==> src/rtl/line_mem_responder.sv <==
// Cache-line SRAM responder: accepts a line read/write, waits LAT cycles, then issues four word beats.
// mem_ready pulses at cycle LAT+5 (write) or LAT+6 (read); new requests are ignored until back in IDLE.
module line_mem_responder #(
  parameter int LAT = 2
) (
  input  logic         clk,
  input  logic         proc_reset,
  input  logic         mem_read,
  input  logic         mem_write,
  input  logic [27:0]  mem_addr,
  input  logic [127:0] mem_wdata,
  output logic [127:0] mem_rdata,
  output logic         mem_ready,
  output logic         sram_cs,
  output logic         sram_we,
  output logic [29:0]  sram_addr,
  output logic [31:0]  sram_wdata,
  input  logic [31:0]  sram_rdata
);

  localparam logic [2:0] S_IDLE    = 3'd0;
  localparam logic [2:0] S_WAIT    = 3'd1;
  localparam logic [2:0] S_BEAT    = 3'd2;
  localparam logic [2:0] S_COLLECT = 3'd3;
  localparam logic [2:0] S_DONE    = 3'd4;

  localparam logic [3:0] WAIT_INIT  = (LAT > 0) ? 4'(LAT - 1) : 4'd0;
  localparam logic [2:0] AFTER_ACPT = (LAT > 0) ? S_WAIT : S_BEAT;

  logic [2:0]   state;
  logic [3:0]   wait_cnt;
  logic [1:0]   beat;
  logic         op_wr;
  logic [27:0]  addr_q;
  logic [127:0] line_q;
  logic         cap_vld;
  logic [1:0]   cap_idx;

  always_ff @(posedge clk) begin
    if (proc_reset) begin
      state     <= S_IDLE;
      wait_cnt  <= 4'd0;
      beat      <= 2'd0;
      op_wr     <= 1'b0;
      addr_q    <= 28'd0;
      line_q    <= 128'd0;
      cap_vld   <= 1'b0;
      cap_idx   <= 2'd0;
      mem_rdata <= 128'd0;
    end else begin
      // SRAM read data lags its strobe by one cycle, so capture is tracked one beat behind
      cap_vld <= (state == S_BEAT) && !op_wr;
      cap_idx <= beat;
      for (int w = 0; w < 4; w++) begin
        if (cap_vld && cap_idx == 2'(w)) mem_rdata[32*w +: 32] <= sram_rdata;
      end

      case (state)
        S_IDLE: begin
          if (mem_write || mem_read) begin
            op_wr    <= mem_write;
            addr_q   <= mem_addr;
            line_q   <= mem_wdata;
            beat     <= 2'd0;
            wait_cnt <= WAIT_INIT;
            state    <= AFTER_ACPT;
          end
        end
        S_WAIT: begin
          if (wait_cnt == 4'd0) state <= S_BEAT;
          else                  wait_cnt <= wait_cnt - 4'd1;
        end
        S_BEAT: begin
          beat <= beat + 2'd1;
          if (beat == 2'd3) state <= op_wr ? S_DONE : S_COLLECT;
        end
        S_COLLECT: state <= S_DONE;
        S_DONE:    state <= S_IDLE;
        default:   state <= S_IDLE;
      endcase
    end
  end

  assign mem_ready = (state == S_DONE);
  assign sram_cs   = (state == S_BEAT);
  assign sram_we   = (state == S_BEAT) && op_wr;
  assign sram_addr = {addr_q, beat};

  always_comb begin
    sram_wdata = line_q[31:0];
    case (beat)
      2'd1:    sram_wdata = line_q[63:32];
      2'd2:    sram_wdata = line_q[95:64];
      2'd3:    sram_wdata = line_q[127:96];
      default: sram_wdata = line_q[31:0];
    endcase
  end

endmodule

==> config.mk <==
export PLATFORM = sky130hd
export DESIGN_NAME = line_mem_responder
export DESIGN_NICKNAME = d
export VERILOG_FILES = /design/src/rtl/line_mem_responder.sv
export SDC_FILE = /design/constraint.sdc
export NUM_CORES = 1
export LEC_CHECK = 0
export ABC_AREA = 1
export BUFFER_PORTS_ARGS = -buffer_cell sky130_fd_sc_hd__buf_2
export CAP_MARGIN = 10
export CORE_MARGIN = 2
export CORE_UTILIZATION = 25
export DETAILED_ROUTE_END_ITERATION = 8
export GPL_TIMING_DRIVEN = 0
export SETUP_SLACK_MARGIN = 0.1
export SYNTH_ARGS = -nofsm -noshare
export SYNTH_HDL_FRONTEND = slang
export SYNTH_SLANG_ARGS = --single-unit
==> constraint.sdc <==
create_clock -name clk -period 2.2 [get_ports clk]
set_clock_uncertainty 0.2 [all_clocks]
set_input_delay 0.22 -clock clk [delete_from_list [all_inputs] [get_ports clk]]
set_output_delay 0.22 -clock clk [all_outputs]
set_load 0.1 [all_outputs]
==> impl_metrics.csv, run 1 <==
group,metric,value,unit
timing,fmax,403,MHz
setup_path,cp_num_cells,7,
route,routed_wl,50000,um
global_routing,grt_max_degree,14,
floorplanning,io_pins,385,
job,maxCapViolations,0,
synth,yosys_register_bits,297,
setup_path,cp_data_required_time,1.78,ns
finish,utilization,0.421,
timing,post-route-period-util,1.13,
setup_path,crit_buf_inv,5,
global_routing,track_usage,0.204,
synth,synth.avg_cell_area,7.73,sq um
timing,setup_viol,32,
floorplanning,die_y,218,um
route,first_iter_violations,682,
floorplanning,dieArea,0.0475,sq mm
pwr,p_leak,0.00821,uW
finish,final_cell_count_no_fill,2739,
synth,synth_cell_types,22,
setup_path,crit_path_start_kind,"flip-flop",
timing,finalMaxSlewViolations,0,
finish,syn2layout_area_growth,66.8,%
timing,worstMarginPinSlew,0.720,ns
synth,synth_fp_nets,1677,
global_routing,grt_first_pass_wirelength,74800,um
setup_path,path_delay_family,"buffers and inverters",
floorplanning,rows,78,
setup_path,crit_path_end,"sram_wdata[23]",
pwr,power,28600,uW
clocking,numCtsBuffers,36,
synth,yosys_warnings,0,
finish,final_nets,2309,
place,place_hpwl,34700,um
setup_path,r2r_start,"cap_vld$_SDFF_PP0_",
setup_path,critPathMaxFanout,5,
timing,fin_crit,2.48,ns
route,drc_errors,0,
timing,worst_slack,-0.283,ns
setup_path,cp-startpoint,"beat[0]$_SDFFE_PP0P_",
route,viasPerCell,4.63,
synth,syn_inst,1480,
floorplanning,die_w,218,um
finish,n_fill_cell,4380,
pwr,irDropWorstVdd,1160,uV
clocking,clk_path_buf_depth,3,
global_routing,grt_pass1_vias,13000,
pwr,power.density,1500,mW/mm^2
setup_path,slowest_stage,"dfxtp_4",
synth,ys_seq_area_frac,0.520,
floorplanning,start_util,0.253,
clocking,cts_root_buffer,"clkbuf_16",
setup_path,r2r.worst_path.cells,6,
place,gp_congestion,0.889,
timing,hold_viol_final,0,
status,violations,"negative setup slack",
route,final_antenna_net_count,0,
status,status,"finished, violations left",
timing,max_slew_margin,0.520,
synth,syn_area,0.0114,sq mm
floorplanning,core_area,0.0453,sq mm
setup_path,crit_chain,"inv_6 > ha_4 > clkbuf_16 > buf_8 > clkbuf_16 > a32oi_4 > buf_12",
setup_path,path_class,"reg -> out",
setup_path,rr_endpoint,"mem_rdata[50]$_SDFFE_PP0P_",
finish,final_cell_mix,"buf_2 (366), dfxtp_1 (294), o21ai_0 (275)",
route,drtPass1Iterations,7,
route,routedWlPerCell,18.2,um
global_routing,overflow,0,
finish,drive_gt1_frac,0.285,
clocking,path_clk_slew,0.06,ns
timing,rsz0062_at_grt,"yes",
route,routed-via-count,12700,
setup_path,cp.arrival,2.06,ns
clocking,cts-htree-levels,2,
setup_path,endpoint_kind,"primary output",
place,io_buffers,384,
setup_path,critical-path-max-stage-delay,0.39,ns
worst_hold_path,hold_class,"in -> reg",
setup_path,reg2reg_slack,0.26,ns
setup_path,worst_path_most_repeated_cell,"clkbuf_16",
place,placed_cells,2464,
clocking,numClockSinks,297,
clocking,clkLatencyLatePin,0.53,ns
global_routing,grt_antenna_before_repair,3,
clocking,cts_tree,"built",
finish,layout_commonest_cell,"buf_2",
[stage by stage]
step                hold WS (ns)  cell area [sq um]  TNS (ns)  setup slack, ns
finish                    0.0816              19100     -7.61           -0.283
floorplan                 0.0891              12200     -1.11           -0.179
global placement           0.230              14900     -3.07           -0.187
detailed placement         0.236              14900     -3.40           -0.211
CTS                       0.0593              19000     -8.83           -0.331
global route               0.132              19100     -9.50           -0.343
[what timing repair did]
item                                    in CTS  in global routing
hold buffers                               192                  0
cloned                                       6                  1
resized for setup                          199                 31
pin swaps                                   10                 14
setup buffers                               12                  0
endpoints found under the setup margin      35                 34
hold endpoints to repair                   293                  0
[layout make-up]
type	count	area, sq um	area share
inverters	208	791	0.0414
diodes	2	5.00	0.000262
multi-input cells	867	5020	0.263
clock buffers	45	986	0.0517
flip-flops and latches	297	5950	0.312
repair buffers	595	4590	0.240
well taps	600	751	0.0393
plain buffers	107	788	0.0413
clock inverters	18	198	0.0104
[layer usage]
layer | share of wire | vias up | track usage
li1 | - | 6086 | -
met1 | 0.39 | 5914 | 0.228
met2 | 0.49 | 554 | 0.366
met3 | 0.081 | 124 | 0.0562
met4 | 0.036 | 2 | 0.0796
met5 | 0.00026 | - | 0
[cells in the mapped netlist]
cell / number / area [sq um]
dfxtp_1: 297 / 5950
o21ai_0: 275 / 1380
a21oi_1: 215 / 1080
nor2_1: 214 / 803
inv_1: 208 / 781
nand2_1: 85 / 319
clkbuf_1: 70 / 263
a32oi_1: 32 / 280
buf_2: 17 / 85.1
nand3_1: 13 / 65.1
o21ai_1: 13 / 65.1
buf_6: 12 / 135
a21oi_2: 10 / 87.6
ha_1: 5 / 62.6
buf_1: 3 / 11.3
buf_4: 3 / 22.5
clkbuf_2: 3 / 15.0
nand3_2: 1 / 10.0
nand3b_1: 1 / 7.51
nor2_4: 1 / 11.3
nor3_1: 1 / 5.00
nor3_2: 1 / 10.0
[state kept, by name, summed over array words and instances (netlist names)]
name,cells
line_q,128
cap_vld,1
addr_q,28
mem_rdata,128
cap_idx,2
beat,2
wait_cnt,4
state,3
op_wr,1
[logic make-up (layout without fill, tap and decap cells)]
logic type      after synthesis  in the layout  synth area share
simple gates                317            317             0.108
buf+inv                     316            973             0.115
compound gates              545            545             0.252
flops                       297            297             0.520
fa+ha+maj                     5              5           0.00547
other cells                   0              2                 0
[report_power, final]
part	internal, uW	total [uW]	switching, uW
clock	3650	6050	2400
combinational	4760	15100	10300
sequential	6710	7460	752
[worst reg2reg max path: cells and delay by family (launching register included)]
| family | cells | cell delay [ns] |
|---|---|---|
| buffers and inverters | 2 | 0.52 |
| and+or+nand+nor | 4 | 0.74 |
| DFF | 1 | 0.37 |
[worst min path at each step]
stage | end | cells after the start | slack [ns] | start
after floorplan | op_wr$_SDFFE_PP0P_ | 1 | 0.09 | proc_reset
after global placement | mem_rdata[105]$_SDFFE_PP0P_ | 2 | 0.23 | mem_rdata[105]$_SDFFE_PP0P_
after detailed placement | mem_rdata[109]$_SDFFE_PP0P_ | 2 | 0.24 | mem_rdata[109]$_SDFFE_PP0P_
after CTS | state[1]$_SDFFE_PP0P_ | 5 | 0.06 | proc_reset
after global routing | state[1]$_SDFFE_PP0P_ | 5 | 0.13 | proc_reset
final | state[1]$_SDFFE_PP0P_ | 5 | 0.08 | proc_reset
(Power assumes the default switching activity.)
==> run 2: changes to the inputs <==
- PLACE_DENSITY_LB_ADDON: unset -> 0.1
==> run 2 against run 1 <==
  * The flow still finishes with violations (negative setup slack)
  * Flip-flop and latch count unchanged
  * Maximum frequency up 0.40%
  * Via count down 5.1%
  * Die area unchanged
  * Cell area up 0.47%
  * Sequential share of layout area down 0.13 points
  * Global-route usage down 0.51 points
==> impl_metrics.csv, run 2 (synthesis results as in run 1) <==
group,metric,value,unit
global_routing,grt_max_degree,13,
setup_path,reg2reg_slack,0.30,ns
clocking,numClockSinks,297,
floorplanning,rows,78,
global_routing,track_usage,0.199,
pwr,p_leak,0.00822,uW
finish,syn2layout_area_growth,67.6,%
setup_path,crit_path_end,"sram_wdata[17]",
timing,fmax,404,MHz
route,routedWlPerCell,17.9,um
route,routed_wl,48900,um
clocking,clkLatencyLatePin,0.54,ns
floorplanning,die_w,218,um
finish,multi_input_area,0.00506,sq mm
setup_path,r2r.worst_path.cells,7,
pwr,irDropWorstVdd,1020,uV
finish,utilization,0.423,
floorplanning,die_y,218,um
timing,max_slew_margin,0.532,
pwr,power,28900,uW
place,placed_cells,2464,
clocking,cts_root_buffer,"clkbuf_16",
clocking,path_clk_slew,0.06,ns
setup_path,endpoint_kind,"primary output",
clocking,numCtsBuffers,38,
finish,final_nets,2303,
floorplanning,dieArea,0.0475,sq mm
floorplanning,start_util,0.253,
status,status,"finished, violations left",
timing,rsz0062_at_grt,"yes",
job,maxCapViolations,0,
place,gp_congestion,0.834,
place,place_hpwl,35200,um
finish,final_cell_mix,"buf_2 (366), dfxtp_1 (293), o21ai_0 (275)",
setup_path,cp.arrival,2.05,ns
timing,fin_crit,2.47,ns
route,drtPass1Iterations,5,
global_routing,grt_first_pass_wirelength,72400,um
finish,largestRegisters,"line_q (128), mem_rdata (128), addr_q (28)",
setup_path,cp-startpoint,"beat[1]$_SDFFE_PP0P_",
timing,worstMarginPinSlew,0.702,ns
route,drc_errors,0,
setup_path,rr_endpoint,"line_q[113]$_SDFFE_PP0P_",
setup_path,critPathMaxFanout,9,
setup_path,crit_path_start_kind,"flip-flop",
finish,drive_gt1_frac,0.280,
floorplanning,core_area,0.0453,sq mm
place,placed_area,0.0149,sq mm
finish,layout_commonest_cell,"buf_2",
timing,post-route-period-util,1.12,
timing,setup_viol,32,
route,viasPerCell,4.40,
finish,finalInstanceArea,0.0192,sq mm
floorplanning,io_pins,385,
setup_path,r2r_start,"state[1]$_SDFFE_PP0P_",
route,routed-via-count,12000,
setup_path,cp_data_required_time,1.78,ns
route,final_antenna_net_count,0,
finish,n_fill_cell,4584,
clocking,cts_tree,"built",
finish,regArea,0.00596,sq mm
timing,hold_viol_final,0,
timing,finalMaxSlewViolations,0,
route,first_iter_violations,448,
global_routing,grt_antenna_before_repair,1,
clocking,cts-htree-levels,2,
finish,final_cell_count_no_fill,2734,
setup_path,path_class,"reg -> out",
global_routing,overflow,0,
worst_hold_path,min_from,"proc_reset",
status,violations,"negative setup slack",
pwr,power.density,1510,mW/mm^2
clocking,clk_path_buf_depth,3,
timing,worst_slack,-0.273,ns
global_routing,grt_pass1_vias,12200,
place,io_buffers,384,
worst_hold_path,hold_class,"in -> reg",
## run 2: changes by cell type in the layout (fill, tap and decap cells not counted), moves of 7 or more
cell       previous run  this run
a21oi_2              37        25
a21oi_4               4        14
clkbuf_16            44        51
clkbuf_8              4        13
clkinv_2             12         4
nand2_1              75        85
nand2_2               9         0
## run 2: layout make-up
cell class	instances	area share
clock buffer	58	0.0631
antenna	1	0.000131
clock inverter	9	0.00542
buffer	107	0.0422
sequential	297	0.311
multi-input combinational	867	0.264
timing repair buffer	587	0.234
inverter	208	0.0411
tap	600	0.0392
## run 2: timing repair
| action | 4_1_cts | 5_1_grt |
|---|---|---|
| hold endpoints to repair | 293 | 0 |
| hold buffers | 191 | 0 |
| setup buffers | 3 | 3 |
| gates cloned | 1 | 5 |
| resized for setup | 197 | 20 |
| endpoints found under the setup margin | 35 | 33 |
| pin swaps | 2 | 4 |
## run 2: where the power goes
| group | internal, uW | switching (uW) |
|---|---|---|
| combinational | 4750 | 10200 |
| clock | 4020 | 2470 |
| sequential | 6710 | 718 |
## run 2: how the worst min path moves through the flow
stage	end	depth (start not counted)	slack (ns)
floorplan	op_wr$_SDFFE_PP0P_	1	0.09
global placement	mem_rdata[118]$_SDFFE_PP0P_	2	0.23
detailed placement	addr_q[11]$_SDFFE_PP0P_	2	0.23
CTS	state[1]$_SDFFE_PP0P_	5	0.04
global route	state[1]$_SDFFE_PP0P_	5	0.09
finish	state[1]$_SDFFE_PP0P_	5	0.04
## run 2: worst max-delay path, stage by stage (launching register included)
cell and delay (ns):
dfxtp_4 0.39, inv_4 0.06, ha_4 0.16, clkbuf_16 0.19, clkbuf_16 0.18, a21oi_4 0.18
a32oi_4 0.14, buf_12 0.19
## run 2: routing by layer
layer / up-vias / wire [um] / GRT usage / part of all wire
met5: - / 0 / 0 / 0
met4: 0 / 1170 / 0.0594 / 0.024
met3: 69 / 3100 / 0.0541 / 0.063
met2: 308 / 23800 / 0.349 / 0.49
met1: 5570 / 20800 / 0.236 / 0.43
li1: 6092 / - / - / -
## run 2: per-stage QoR
stage | TNS [ns] | setup WS, ns | hold slack, ns
floorplan | -1.11 | -0.179 | 0.0891
global placement | -2.86 | -0.205 | 0.229
detailed placement | -3.16 | -0.217 | 0.233
CTS | -8.50 | -0.307 | 0.0447
global route | -9.50 | -0.326 | 0.0855
finish | -7.24 | -0.273 | 0.0404
==> run 3: changes to the inputs <==
- ABC_AREA: 1 -> 0
- HOLD_SLACK_MARGIN: unset -> 0.15
==> run 3 against run 2 <==
  * Critical path depth stayed put
  * The flow still finishes with violations (negative setup slack)
  * Routed wire length is 13% higher
  * Largest power group unchanged
  * Critical path type unchanged
  * Die area is 4.3% higher
  * Synthesized cell count is 0.95% lower
==> impl_metrics.csv, run 3 <==
group,metric,value,unit
status,status,"finished, violations left",
status,violations,"negative setup slack",
clocking,cts_tree,"built",
clocking,cts-htree-levels,2,
timing,fmax,362,MHz
worst_hold_path,hold_class,"reg -> reg",
synth,yosys_register_bits,297,
clocking,numClockSinks,297,
setup_path,critical-path-max-stage-delay,0.51,ns
pwr,power.density,1240,mW/mm^2
global_routing,track_usage,0.214,
timing,fin_crit,2.77,ns
finish,utilization,0.406,
setup_path,endpoint_kind,"primary output",
place,preCtsSetupSlack,-0.290,ns
global_routing,grt_first_pass_wirelength,81000,um
setup_path,crit_buf_inv,4,
floorplanning,dieArea,0.0495,sq mm
place,io_buffers,384,
finish,final_nets,2302,
setup_path,path_class,"reg -> out",
timing,hold_viol_final,0,
place,gp_congestion,0.800,
synth,syn_area,0.0119,sq mm
finish,drive_gt1_frac,0.290,
timing,rsz0062_at_grt,"yes",
floorplanning,rows,80,
synth,dominantRegCellSynth,"dfxtp_1",
route,routed_wl,55200,um
setup_path,crit_chain,"inv_6 > ha_4 > buf_12 > clkbuf_16 > a222oi_1 > mux2i_4 > buf_6",
clocking,clk_path_buf_depth,3,
synth,yosys-top-cells-count,"dfxtp_1 (297), a21oi_1 (289), nand2_1 (261)",
synth,synth.avg_cell_area,8.15,sq um
synth,yosys.area.top_type_share,0.498,
setup_path,cp.arrival,2.35,ns
route,routedWlPerCell,20.1,um
synth,synth_edf_count,0,
global_routing,grt_pass1_vias,13100,
finish,n_antenna_cell,0,
finish,finalInstanceArea,0.0193,sq mm
setup_path,crit_path_end,"sram_wdata[11]",
timing,worstMarginPinSlew,0.701,ns
floorplanning,core_area,0.0474,sq mm
setup_path,path_delay_family,"buffers and inverters",
finish,layout_commonest_cell,"buf_2",
job,maxCapViolations,0,
floorplanning,start_util,0.252,
setup_path,cp-startpoint,"beat[0]$_SDFFE_PP0P_",
setup_path,crit_path_start_kind,"flip-flop",
timing,setup_viol,33,
finish,syn2layout_area_growth,61.3,%
finish,largestRegisters,"line_q (128), mem_rdata (128), addr_q (28)",
setup_path,cp_num_cells,7,
pwr,irDropWorstVdd,618,uV
synth,synth_cell_types,48,
setup_path,reg2reg_slack,0.20,ns
synth,synth_area_leader_cell,"dfxtp_1",
route,drc_errors,0,
setup_path,rr_endpoint,"line_q[21]$_SDFFE_PP0P_",
clocking,path_clk_slew,0.06,ns
global_routing,overflow,0,
floorplanning,die_y,223,um
route,viasPerCell,4.76,
timing,max_slew_margin,0.532,
pwr,p_leak,0.00777,uW
synth,synth-async-reset-ratio,0,
setup_path,r2r.worst_path.cells,7,
timing,finalMaxSlewViolations,0,
timing,post-route-period-util,1.26,
clocking,cts_root_buffer,"clkbuf_16",
synth,yosys_warnings,0,
setup_path,critPathMaxFanout,6,
synth,synth_area_leaders,"dfxtp_1 (50%), a21oi_1 (12%), nand2_1 (8.2%)",
finish,final_cell_count_no_fill,2747,
clocking,clkLatencyLatePin,0.55,ns
floorplanning,io_pins,385,
global_routing,grt_max_degree,12,
route,routed-via-count,13100,
synth,synth_fp_nets,1663,
setup_path,slowest_stage,"a222oi_1",
timing,worst_slack,-0.566,ns
place,place_hpwl,39400,um
place,placed_cells,2465,
clocking,numCtsBuffers,38,
route,final_antenna_net_count,0,
route,first_iter_violations,974,
synth,synth_most_common_cell,"dfxtp_1",
setup_path,r2r_start,"state[2]$_SDFFE_PP0P_",
floorplanning,die_w,223,um
place,placed_area,0.0152,sq mm
global_routing,grt_antenna_before_repair,4,
finish,final_cell_mix,"buf_2 (373), dfxtp_1 (293), a21oi_1 (289)",
synth,ys_seq_area_frac,0.498,
route,drtPass1Iterations,6,
setup_path,cp_data_required_time,1.78,ns
synth,syn_inst,1466,
-- run 3: cell types whose count changed after synthesis, moves of 11 or more --
cell	change
mux2i_1	+32
o21ai_0	-218
inv_1	-169
nand3_1	+144
nor2_1	-209
buf_1	+11
nand2_1	+176
a222oi_1	+32
buf_2	+11
a21oi_1	+74
clkbuf_1	+19
a32oi_1	-32
o21ai_1	+79
-- run 3: report_power, final --
group	internal (uW)	total [uW]	switching, uW
Clock	4080	6580	2500
Combinational	3510	10500	6940
Sequential	6290	6800	509
Total	13900	23800	9950
-- run 3: area by class of cell --
class | count | area (sq um)
fill | 4881 | 28200
sequential | 297 | 5960
multi-input combinational | 982 | 5570
timing repair buffer | 600 | 4480
clock buffer | 60 | 1200
buffer | 147 | 1020
tap | 615 | 769
inverter | 39 | 158
clock inverter | 7 | 114
-- run 3: worst min-delay path, delay by kind of cell, from the launching register on --
family | cells | cell delay [ns]
AO/OA/AOI/OAI | 1 | 0.05
AND/OR/NAND/NOR | 1 | 0.05
flip-flops | 1 | 0.30
-- run 3: logic make-up after synthesis --
family / share of synthesized area
flops: 0.498
simple gates: 0.168
fa+ha+maj: 0.00524
mux: 0.0268
buf+inv: 0.0749
compound gates: 0.227
-- run 3: repair_timing --
item,CTS,global route
hold buffers,191,0
gates cloned,4,1
gates resized for setup,130,70
hold endpoints to repair,289,0
pin swaps,34,12
setup endpoints to repair,145,296
buffers inserted,15,7
-- run 3: worst min path at each step --
stage	startpoint	end	cells after the start
after floorplan	sram_rdata[21]	mem_rdata[21]$_SDFFE_PP0P_	2
after global placement	mem_rdata[99]$_SDFFE_PP0P_	mem_rdata[99]$_SDFFE_PP0P_	2
after detailed placement	mem_rdata[18]$_SDFFE_PP0P_	mem_rdata[18]$_SDFFE_PP0P_	2
after CTS	mem_read	line_q[49]$_SDFFE_PP0P_	5
after global routing	mem_addr[21]	addr_q[21]$_SDFFE_PP0P_	4
final	mem_rdata[72]$_SDFFE_PP0P_	mem_rdata[72]$_SDFFE_PP0P_	2
-- run 3: stage by stage --
stage	hold WS (ns)	power [uW]	setup TNS, ns
after floorplan	0.156	13900	-0.793
after global placement	0.239	16100	-16.63
after detailed placement	0.244	16200	-22.46
after CTS	0.215	23900	-29.80
after global routing	0.266	24900	-18.11
final	0.249	23800	-14.90
-- run 3: layer usage --
| layer | share of wire | routed length, um | vias to the layer above | GRT usage |
|---|---|---|---|---|
| met5 | 0.0010 | 56 | - | 0 |
| met1 | 0.41 | 22900 | 6185 | 0.256 |
| met3 | 0.062 | 3430 | 94 | 0.0533 |
| met4 | 0.027 | 1520 | 8 | 0.0652 |
| li1 | - | - | 6388 | - |
| met2 | 0.49 | 27300 | 404 | 0.378 |
